==> src/rtl/spi_controller.sv <==
// spi_controller: write-only SPI mode-0 master sending 16-bit {1, addr[6:0], data[7:0]} frames
module spi_controller #(
    parameter int CLK_DIV = 4
) (
    input  logic       clk,
    input  logic       rst,
    input  logic       in_valid,
    output logic       in_ready,
    input  logic [6:0] in_addr,
    input  logic [7:0] in_data,
    output logic       busy,
    output logic       done,
    output logic       nCS,
    output logic       SCLK,
    output logic       COPI
);
    typedef enum logic [2:0] {IDLE, LOW, HIGH, HOLD, GAP} state_t;

    state_t      r_state;
    logic [7:0]  r_phase;
    logic [4:0]  r_bits;
    logic [15:0] r_shift;
    logic        r_ncs;
    logic        r_sclk;
    logic        r_copi;
    logic        r_busy;
    logic        r_done;
    logic        r_ready;

    logic w_accept;
    logic w_phase_end;

    assign w_accept    = in_valid && r_ready;
    assign w_phase_end = r_phase == 8'(CLK_DIV - 1);

    assign in_ready = r_ready;
    assign busy     = r_busy;
    assign done     = r_done;
    assign nCS      = r_ncs;
    assign SCLK     = r_sclk;
    assign COPI     = r_copi;

    // Frame sequencer: the first LOW phase is also nCS setup, HOLD is nCS hold, GAP forces an nCS high time
    always_ff @(posedge clk or posedge rst) begin
        if (rst) begin
            r_state <= IDLE;
            r_phase <= '0;
            r_bits  <= '0;
            r_shift <= '0;
            r_ncs   <= 1'b1;
            r_sclk  <= 1'b0;
            r_copi  <= 1'b0;
            r_busy  <= 1'b0;
            r_done  <= 1'b0;
            r_ready <= 1'b0;
        end else begin
            r_done <= 1'b0;
            if (r_state == IDLE) begin
                if (w_accept) begin
                    r_state <= LOW;
                    r_shift <= {1'b1, in_addr, in_data};
                    r_phase <= '0;
                    r_bits  <= '0;
                    r_ncs   <= 1'b0;
                    r_sclk  <= 1'b0;
                    r_copi  <= 1'b1;
                    r_busy  <= 1'b1;
                    r_ready <= 1'b0;
                end else begin
                    r_ready <= 1'b1;
                end
            end else if (!w_phase_end) begin
                r_phase <= r_phase + 8'd1;
            end else begin
                r_phase <= '0;
                case (r_state)
                    LOW: begin
                        r_state <= HIGH;
                        r_sclk  <= 1'b1;
                    end
                    HIGH: begin
                        r_sclk <= 1'b0;
                        r_bits <= r_bits + 5'd1;
                        if (r_bits == 5'd15) begin
                            r_state <= HOLD;
                            r_copi  <= 1'b0;
                        end else begin
                            r_state <= LOW;
                            r_shift <= {r_shift[14:0], 1'b0};
                            r_copi  <= r_shift[14];
                        end
                    end
                    HOLD: begin
                        r_state <= GAP;
                        r_ncs   <= 1'b1;
                    end
                    default: begin
                        r_state <= IDLE;
                        r_busy  <= 1'b0;
                        r_done  <= 1'b1;
                        r_ready <= 1'b1;
                    end
                endcase
            end
        end
    end
endmodule

==> config.mk <==
export PLATFORM = sky130hd
export DESIGN_NAME = spi_controller
export DESIGN_NICKNAME = d
export VERILOG_FILES = /design/src/rtl/spi_controller.sv
export SDC_FILE = /design/constraint.sdc
export NUM_CORES = 1
export LEC_CHECK = 0
export CORE_MARGIN = 5
export CORE_UTILIZATION = 49
export CTS_BUF_LIST = sky130_fd_sc_hd__clkbuf_8
export DETAILED_ROUTE_END_ITERATION = 10
export PLACE_DENSITY = 0.72
export SLEW_MARGIN = 10
export SYNTH_ARGS = -nofsm -noshare
export SYNTH_HDL_FRONTEND = slang
export SYNTH_SLANG_ARGS = --single-unit
==> constraint.sdc <==
create_clock -name clk -period 2.2 [get_ports clk]
set_input_delay 0.66 -clock clk [delete_from_list [all_inputs] [get_ports clk]]
set_output_delay 0.66 -clock clk [all_outputs]
set_load 0.02 [all_outputs]
## Yosys cells after proc, flatten, opt, wreduce, memory -nomap -nowiden

Cells that the tools add are included.

- Flip-flop bits (word level): 37
- Bits in latches: 0
- Memory bits (writable): 0
- ROM bits: 0
- Input port bits: 18
- Memories: 0

- Add/sub/neg operators: 2
- Multipliers: 0
- Div/mod/pow operators: 0
- Order comparisons: 0
- Equality and inequality tests: 8
- Shift operators: 0
- Muxes and demuxes: 39
- Bitwise operators: 0
- Reductions and logical operators: 14

Operators with widths:

| operator | count |
|---|---|
| two-way mux 15 bit | 5 |
| two-way mux 8 bit | 3 |
| two-way mux 1 bit | 21 |
| two-way mux 5 bit | 4 |
| AND reduction 3 bit | 4 |
| two-way mux 3 bit | 3 |
| case mux 3 bit (3 select lines) | 1 |
| adder 8 x 1 -> 8 bit (second input constant) | 1 |
| equality test 8 x 2 -> 1 bit (second input constant) | 1 |
| equality test 3 x 2 -> 1 bit (second input constant) | 2 |
| nonzero test 2 bit | 3 |
| adder 5 x 1 -> 5 bit (second input constant) | 1 |
| equality test 5 x 4 -> 1 bit (second input constant) | 1 |
| inequality test 2 bit (second input constant) | 2 |
| AND reduction 2 bit | 2 |
| AND reduction 4 bit | 1 |
| equality test 3 x 1 -> 1 bit (second input constant) | 1 |
| logical NOT 3 bit | 1 |
| nonzero test 3 bit | 1 |
| OR reduction 3 bit | 1 |
| two-way mux 2 bit | 1 |
| inequality test 2 x 1 -> 1 bit (second input constant) | 1 |
| case mux 1 bit (2 select lines) | 1 |
| logical AND 1 bit | 1 |

## Longest topological paths before layout

Gate-level depths: netlist of the first run.

- Word-level depth: 5
- Gate-level depth with buffers: 8
- Depth with buffers taken out: 6

## Least setup slack after synthesis of the first run

Ideal clock, no wire load.

- Path type: reg-to-reg
- From: register r_bits[0]
- To: register r_shift[10]
- Arrival time: 1.782 ns
- Slack: 0.293 ns
- Stages on the path, launching flop included: 9
- Buffers on the path: 2
- Cells stage by stage: dfrtp_1 -> ha_1 -> and3_1 -> ha_1 -> nor4_1 -> a21o_1 -> buf_6 -> buf_12 -> mux2_4

- Word-level cells in the longest chain between the ends: 3

Ends and longest elaborated chain:

| item | line | RTL |
|---|---|---|
| start, declared | 21 | `logic [4:0] r_bits;` |
| start signal, assigned | 83 | `r_bits <= r_bits + 5'd1;` |
| equality test 5 x 4 -> 1 bit | 84 | `if (r_bits == 5'd15) begin` |
| inequality test 2 bit (no source line) | - |  |
| AND reduction 4 bit (no source line) | - |  |
| end signal, assigned | 61 | `r_shift <= {1'b1, in_addr, in_data};` |
| end signal, assigned | 89 | `r_shift <= {r_shift[14:0], 1'b0};` |
| end, declared | 22 | `logic [15:0] r_shift;` |

No other way between the ends.
A chain may end at the register's enable or synchronous reset.

## Worst setup path after layout of the first run

- From: register r_ncs, in the netlist nCS
- To: output nCS

RTL lines:

| item | line | RTL |
|---|---|---|
| start, declared | 23 | `logic r_ncs;` |
| start signal, assigned | 50 | `r_ncs <= 1'b1;` |
| start signal, assigned | 64 | `r_ncs <= 1'b0;` |
| start signal, assigned | 95 | `r_ncs <= 1'b1;` |
| end, declared | 13 | `output logic nCS,` |

No word-level cell between the ends.

==> results of run 1 <==
==> cell usage after synthesis, types with 4 or more instances <==
| library cell | n |
|---|---|
| a21oi_1 | 5 |
| dfrtp_1 | 36 |
| mux2_2 | 8 |
| nor2_1 | 6 |
| mux2_4 | 8 |
| nand2_1 | 54 |
| a31oi_1 | 4 |
| inv_1 | 8 |
| o21ai_0 | 15 |
==> layout make-up <==
class	count	area, um^2	share of cell area [%]
clock buffer	6	82.6	3.56
inverter	8	30.0	1.29
clock inverter	2	7.51	0.324
sequential	37	927	40.0
multi-input combinational	139	872	37.6
timing repair buffer	36	340	14.7
tap	48	60.1	2.59
==> cell families after synthesis <==
family	share of synthesized area, %
compound gates	12.0
fa+ha+maj	1.97
buf+inv	5.78
flops	48.7
mux	11.0
simple gates	20.5
==> power by group <==
| group | switching, uW | leakage, uW | total [uW] | internal, uW |
|---|---|---|---|---|
| registers | 0 | 0.000484 | 680 | 680 |
| logic | 20.4 | 0.000621 | 49.6 | 29.2 |
| clock network | 225 | 0.0000538 | 471 | 246 |
==> state kept, by name, summed over array words and instances (netlist names) <==
signal	flops
r_state	3
SCLK	1
r_bits	5
nCS	1
done	1
busy	1
r_phase	8
r_shift	15
COPI	1
in_ready	1
==> metrics by stage <==
stage / util, % / area (um^2) / worst slack [ns]
2_1_floorplan: - / 1900 / 0.293
3_3_place_gp: 60.0 / 2230 / -0.0484
3_5_place_dp: 60.0 / 2230 / -0.0911
4_1_cts: 62.4 / 2320 / 0.101
5_1_grt: 62.4 / 2320 / 0.0432
6_report: 62.4 / 2320 / 0.116
==> per-layer routing <==
metal | share of wire (%) | global-route usage, % | up-vias
met5 | 0 | 0 | -
met2 | 50 | 30.5 | 42
met1 | 43 | 22.6 | 733
li1 | - | - | 725
met3 | 5.3 | 5.54 | 10
met4 | 1.6 | 6.26 | 0
==> worst paths after layout <==
path	depth (start not counted)	slack (ns)	start	end
setup / recovery	1	0.12	nCS	nCS
hold / removal	1	0.49	busy	busy
setup reg to reg	7	0.18	r_bits[0]	r_shift[5]
hold reg to reg	1	0.49	busy	busy
max in group asynchronous	3	1.05	rst	nCS
min in group asynchronous	3	0.78	rst	r_shift[3]
==> worst register-to-register path: cells and delay by family (launching register included) <==
family,cells,cell delay [ns]
mux,1,0.35
buf+inv,1,0.17
simple gates,2,0.37
fa+ha+maj,2,0.42
compound gates,1,0.20
flops,1,0.40
==> results.yml, run 1 <==
critical_path:
  crit_family: "buffers and inverters"
  required_ns: 1.54
  crit_path_start_kind: "flip-flop"
  path_max_fanout: 2
  end_kind: "output port"
  crit_path_max_incr_delay_ns: 0.60
  slowest_stage: "clkdlybuf4s50_1"
  cp_cell_sequence: "clkdlybuf4s50_1"
  critPathKind: "reg -> out"
  path_buf_inv: 1
  arrival_ns: 1.42
final_layout:
  stdcell_count: 276
  nets: 248
  final_cell_mix: "nand2_1, dfrtp_1, clkdlybuf4s50_1"
  syn_to_final_growth_pct: 21.8
  fillers: 305
  final_common_cell: "nand2_1"
  n_antenna_cell: 0
  drive_gt1_share_pct: 17.5
placed_design:
  numPortBuffers: 23
  hpwl_mm: 3.01
  gp_congestion: 0.886
  place_inst: 268
power:
  finalPower_uw: 1200
  p_leak_uw: 0.00116
  power_density_nw_per_um2: 518
  irDropWorstVdd_uv: 302
floorplan:
  fp.dieH_um: 72.3
  dieWidth_um: 72.3
  core_area_um2: 3720
  start_util_pct: 51.2
  io_pins: 24
  die_area_um2: 5230
  placementRows: 22
cts:
  htree_levels: 2
  cts_resized: 0
  clkLatencyLatePin_ns: 0.28
  ctsHoldBuffers: 0
  post_cts_buffers: 0
  cts-root-buf: "clkbuf_8"
  clkSlewWorstSetupHoldPaths_ns: 0.07
  clock-sinks: 37
  clk_path_buf_depth: 2
  cts_tree: "done"
  cts_buffers: 5
yosys:
  synth_edf_count: 0
  syn_inst: 194
  yosys_register_bits: 37
  synthesis.nets: 215
  synth-main-ff-cell: "dfrtp_1"
  async_flop_share_pct: 100
  yosysSeqAreaShare_pct: 48.7
  synth.area.top_cells: "dfrtp_1, nand2_1, mux2_4"
  netlist_area_um2: 1900
  yosysUniqueCellTypes: 39
  syn_area_per_cell_um2: 9.82
  synth_top_area_share_pct: 47.3
  synth_warnings: 0
  synth.largest_area_cell: "dfrtp_1"
sta:
  setup_viol: 0
  rsz0062_at_grt: "false"
  fin_crit_sh_pct: 94.7
  worst_pin_slew_ns: 0.485
  hold_viol_final: 0
  max_slew_margin_pct: 67.6
  timing.hold.ws_ns: 0.493
  fin_skew_ns: 0.00231
  min_period_ns: 2.08
  fin_setup_tns_ns: 0
  slew_violations: 0
  timing.fmax_ghz: 0.480
route:
  vias_per_cell: 5.47
  ant_nets: 0
  routedWlPerCell_um: 15.4
  dr.pass1.iters: 4
  remaining_drc_errors: 0
  vias: 1510
  first_iter_violations: 71
  totalWireLength_mm: 4.24
grt:
  grt_max_degree: 38
  grt_pass1_vias: 1592
  track_usage_pct: 18.4
  antenna_found_initial: 0
  grt_pass1_wl_mm: 7.51
  gr-total-overflow: 0
run:
  drv_cap: 0
outcome:
  outcome: "finished, final reports clean"
hold_path:
  hold_class: "reg -> reg"
No activity file was read; power rests on OpenSTA's default activity.
==> run 2, diff against run 1 <==
--- a/config.mk
+++ b/config.mk
@@ -10,6 +10,7 @@
 export CTS_BUF_LIST = sky130_fd_sc_hd__clkbuf_8
 export DETAILED_ROUTE_END_ITERATION = 10
 export PLACE_DENSITY = 0.72
+export REMOVE_ABC_BUFFERS = 1
 export SLEW_MARGIN = 10
 export SYNTH_ARGS = -nofsm -noshare
 export SYNTH_HDL_FRONTEND = slang
==> constraint.sdc (replaced) <==
create_clock -name clk -period 2.2 [get_ports clk]
set_input_delay 0.33 -clock clk [delete_from_list [all_inputs] [get_ports clk]]
set_output_delay 0.33 -clock clk [all_outputs]
set_load 0.02 [all_outputs]
==> run 2 against run 1 <==
Combinational power shrank 6.3%. Cell area shrank 2.1%. Sequential power is essentially flat. Global-route usage shrank 2.4 points. Routed wire length shrank 12%. Critical path depth grew 6. Register-to-register slack lost 0.02 ns. Largest cell class unchanged. Highest routed layer unchanged.
==> results.yml, run 2 (synthesized netlist as in run 1, its figures left out) <==
power:
  p_leak_uw: 0.00112
  switchingPower_uw: 264
  power_density_nw_per_um2: 524
  switching_share_pct: 22.2
  internal_power_uw: 926
  irDropWorstVdd_uv: 484
  pwr-share-comb_pct: 3.9
  finalPower_uw: 1190
  pwr-share-seq_pct: 57.1
  clkPwrFrac_pct: 39.0
cts:
  post_cts_buffers: 0
  clkSlewWorstSetupHoldPaths_ns: 0.08
  clock-sinks: 37
  ctsHoldBuffers: 0
  cts_resized: 0
  clkLatencyLatePin_ns: 0.29
  cts_buffers: 5
  cts_tree: "done"
  cts-root-buf: "clkbuf_8"
  htree_levels: 2
  clk_path_buf_depth: 2
floorplan:
  fp.dieH_um: 72.3
  io_pins: 24
  die_area_um2: 5230
  start_util_pct: 51.2
  dieWidth_um: 72.3
  placementRows: 22
  core_area_um2: 3720
sta:
  fin_skew_ns: 0.0104
  fin_setup_tns_ns: 0
  slew_violations: 0
  hold_viol_final: 0
  worst_slack_ns: 0.164
  timing.fmax_ghz: 0.491
  min_period_ns: 2.04
  fin_crit_sh_pct: 92.6
  max_slew_margin_pct: 70.0
  worst_pin_slew_ns: 0.450
  setup_viol: 0
  rsz0062_at_grt: "false"
critical_path:
  setup.worst_path.start: "r_bits[0]"
  r2r_start: "r_bits[0]"
  critPathKind: "reg -> reg"
  timing.rr.end: "r_shift[4]"
  end_kind: "flip-flop"
  path_max_fanout: 16
  ff2ff_path_depth: 7
  crit_path_start_kind: "flip-flop"
  arrival_ns: 2.22
  required_ns: 2.38
  r2r_slack_ns: 0.16
outcome:
  outcome: "finished, final reports clean"
placed_design:
  pre_cts_ws_ns: 0.114
  numPortBuffers: 23
  place_area_um2: 2180
  hpwl_mm: 2.58
  gp_congestion: 0.831
grt:
  gr-total-overflow: 0
  grt_pass1_vias: 1456
  antenna_found_initial: 0
  grt_pass1_wl_mm: 6.48
  use_met1_pct: 20.1
  grt_max_degree: 38
  track_usage_pct: 16.0
  met2_usage_pct: 25.4
  busiest_layer: "met2"
  use_met3_pct: 4.85
route:
  remaining_drc_errors: 0
  ant_nets: 0
  vias: 1446
  first_iter_violations: 162
  routedWlPerCell_um: 13.8
  totalWireLength_mm: 3.71
  dr.pass1.iters: 4
  vias_per_cell: 5.36
run:
  drv_cap: 0
final_layout:
  largest_reg_flops: 15
  regMostFlops: "r_shift"
  reg.largest.list: "r_shift: 15 flops, r_phase: 8 flops, r_bits: 5 flops"
  final_common_cell: "nand2_1"
  n_antenna_cell: 0
  final_cell_mix: "nand2_1, dfrtp_1, clkdlybuf4s50_1"
  nets: 242
  drive_gt1_share_pct: 16.2
  syn_to_final_growth_pct: 19.3
  postLayoutCellArea_um2: 2270
  fillers: 318
hold_path:
  hold_class: "in -> async"
==> run 2: area by class of cell <==
type	instances	area, um^2	area share, %
Inverter	8	30.0	1.32
Clock buffer	5	68.8	3.03
Tap cell	48	60.1	2.64
Clock inverter	3	17.5	0.771
Multi-Input combinational cell	139	872	38.4
Timing Repair Buffer	30	295	13.0
Sequential cell	37	927	40.8
==> run 2: how the worst max path moves through the flow <==
stage / end / slack [ns] / cells past startpoint
after floorplan: COPI / -0.44 / 4
after global placement: COPI / 0.17 / 5
after detailed placement: COPI / 0.11 / 5
after CTS: r_shift[4] / 0.17 / 7
after global routing: r_shift[2] / 0.06 / 7
final: r_shift[4] / 0.16 / 7
==> run 2: power groups by stage <==
| stage | sequential (uW) | combinational, uW | clock, uW |
|---|---|---|---|
| final | 680 | 46.5 | 464 |
| after global routing | 679 | 51.8 | 510 |
| after CTS | 680 | 48.3 | 479 |
| after detailed placement | 693 | 47.7 | 0 |
| after global placement | 693 | 47.0 | 0 |
| after floorplan | 693 | 12.3 | 0 |
==> run 2: stage by stage <==
step	hold slack (ns)	cells	utilization (%)
6_report	0.434	270	61.1
5_1_grt	0.485	270	61.1
4_1_cts	0.452	270	61.1
3_5_place_dp	0.477	262	58.8
3_3_place_gp	0.477	262	58.8
2_1_floorplan	0.447	184	-
==> run 2: per-layer routing <==
metal / vias up / routed length [um]
met5: - / 0
met4: 0 / 55
met3: 7 / 156
met2: 30 / 1780
met1: 694 / 1720
li1: 715 / -
==> run 2: worst max-delay path, stage by stage, from the launching register on <==
cell,delay (ns)
dfrtp_1,0.40
ha_1,0.23
and3_1,0.19
ha_1,0.18
nor4_1,0.19
a21o_1,0.20
buf_12,0.17
mux2_2,0.35
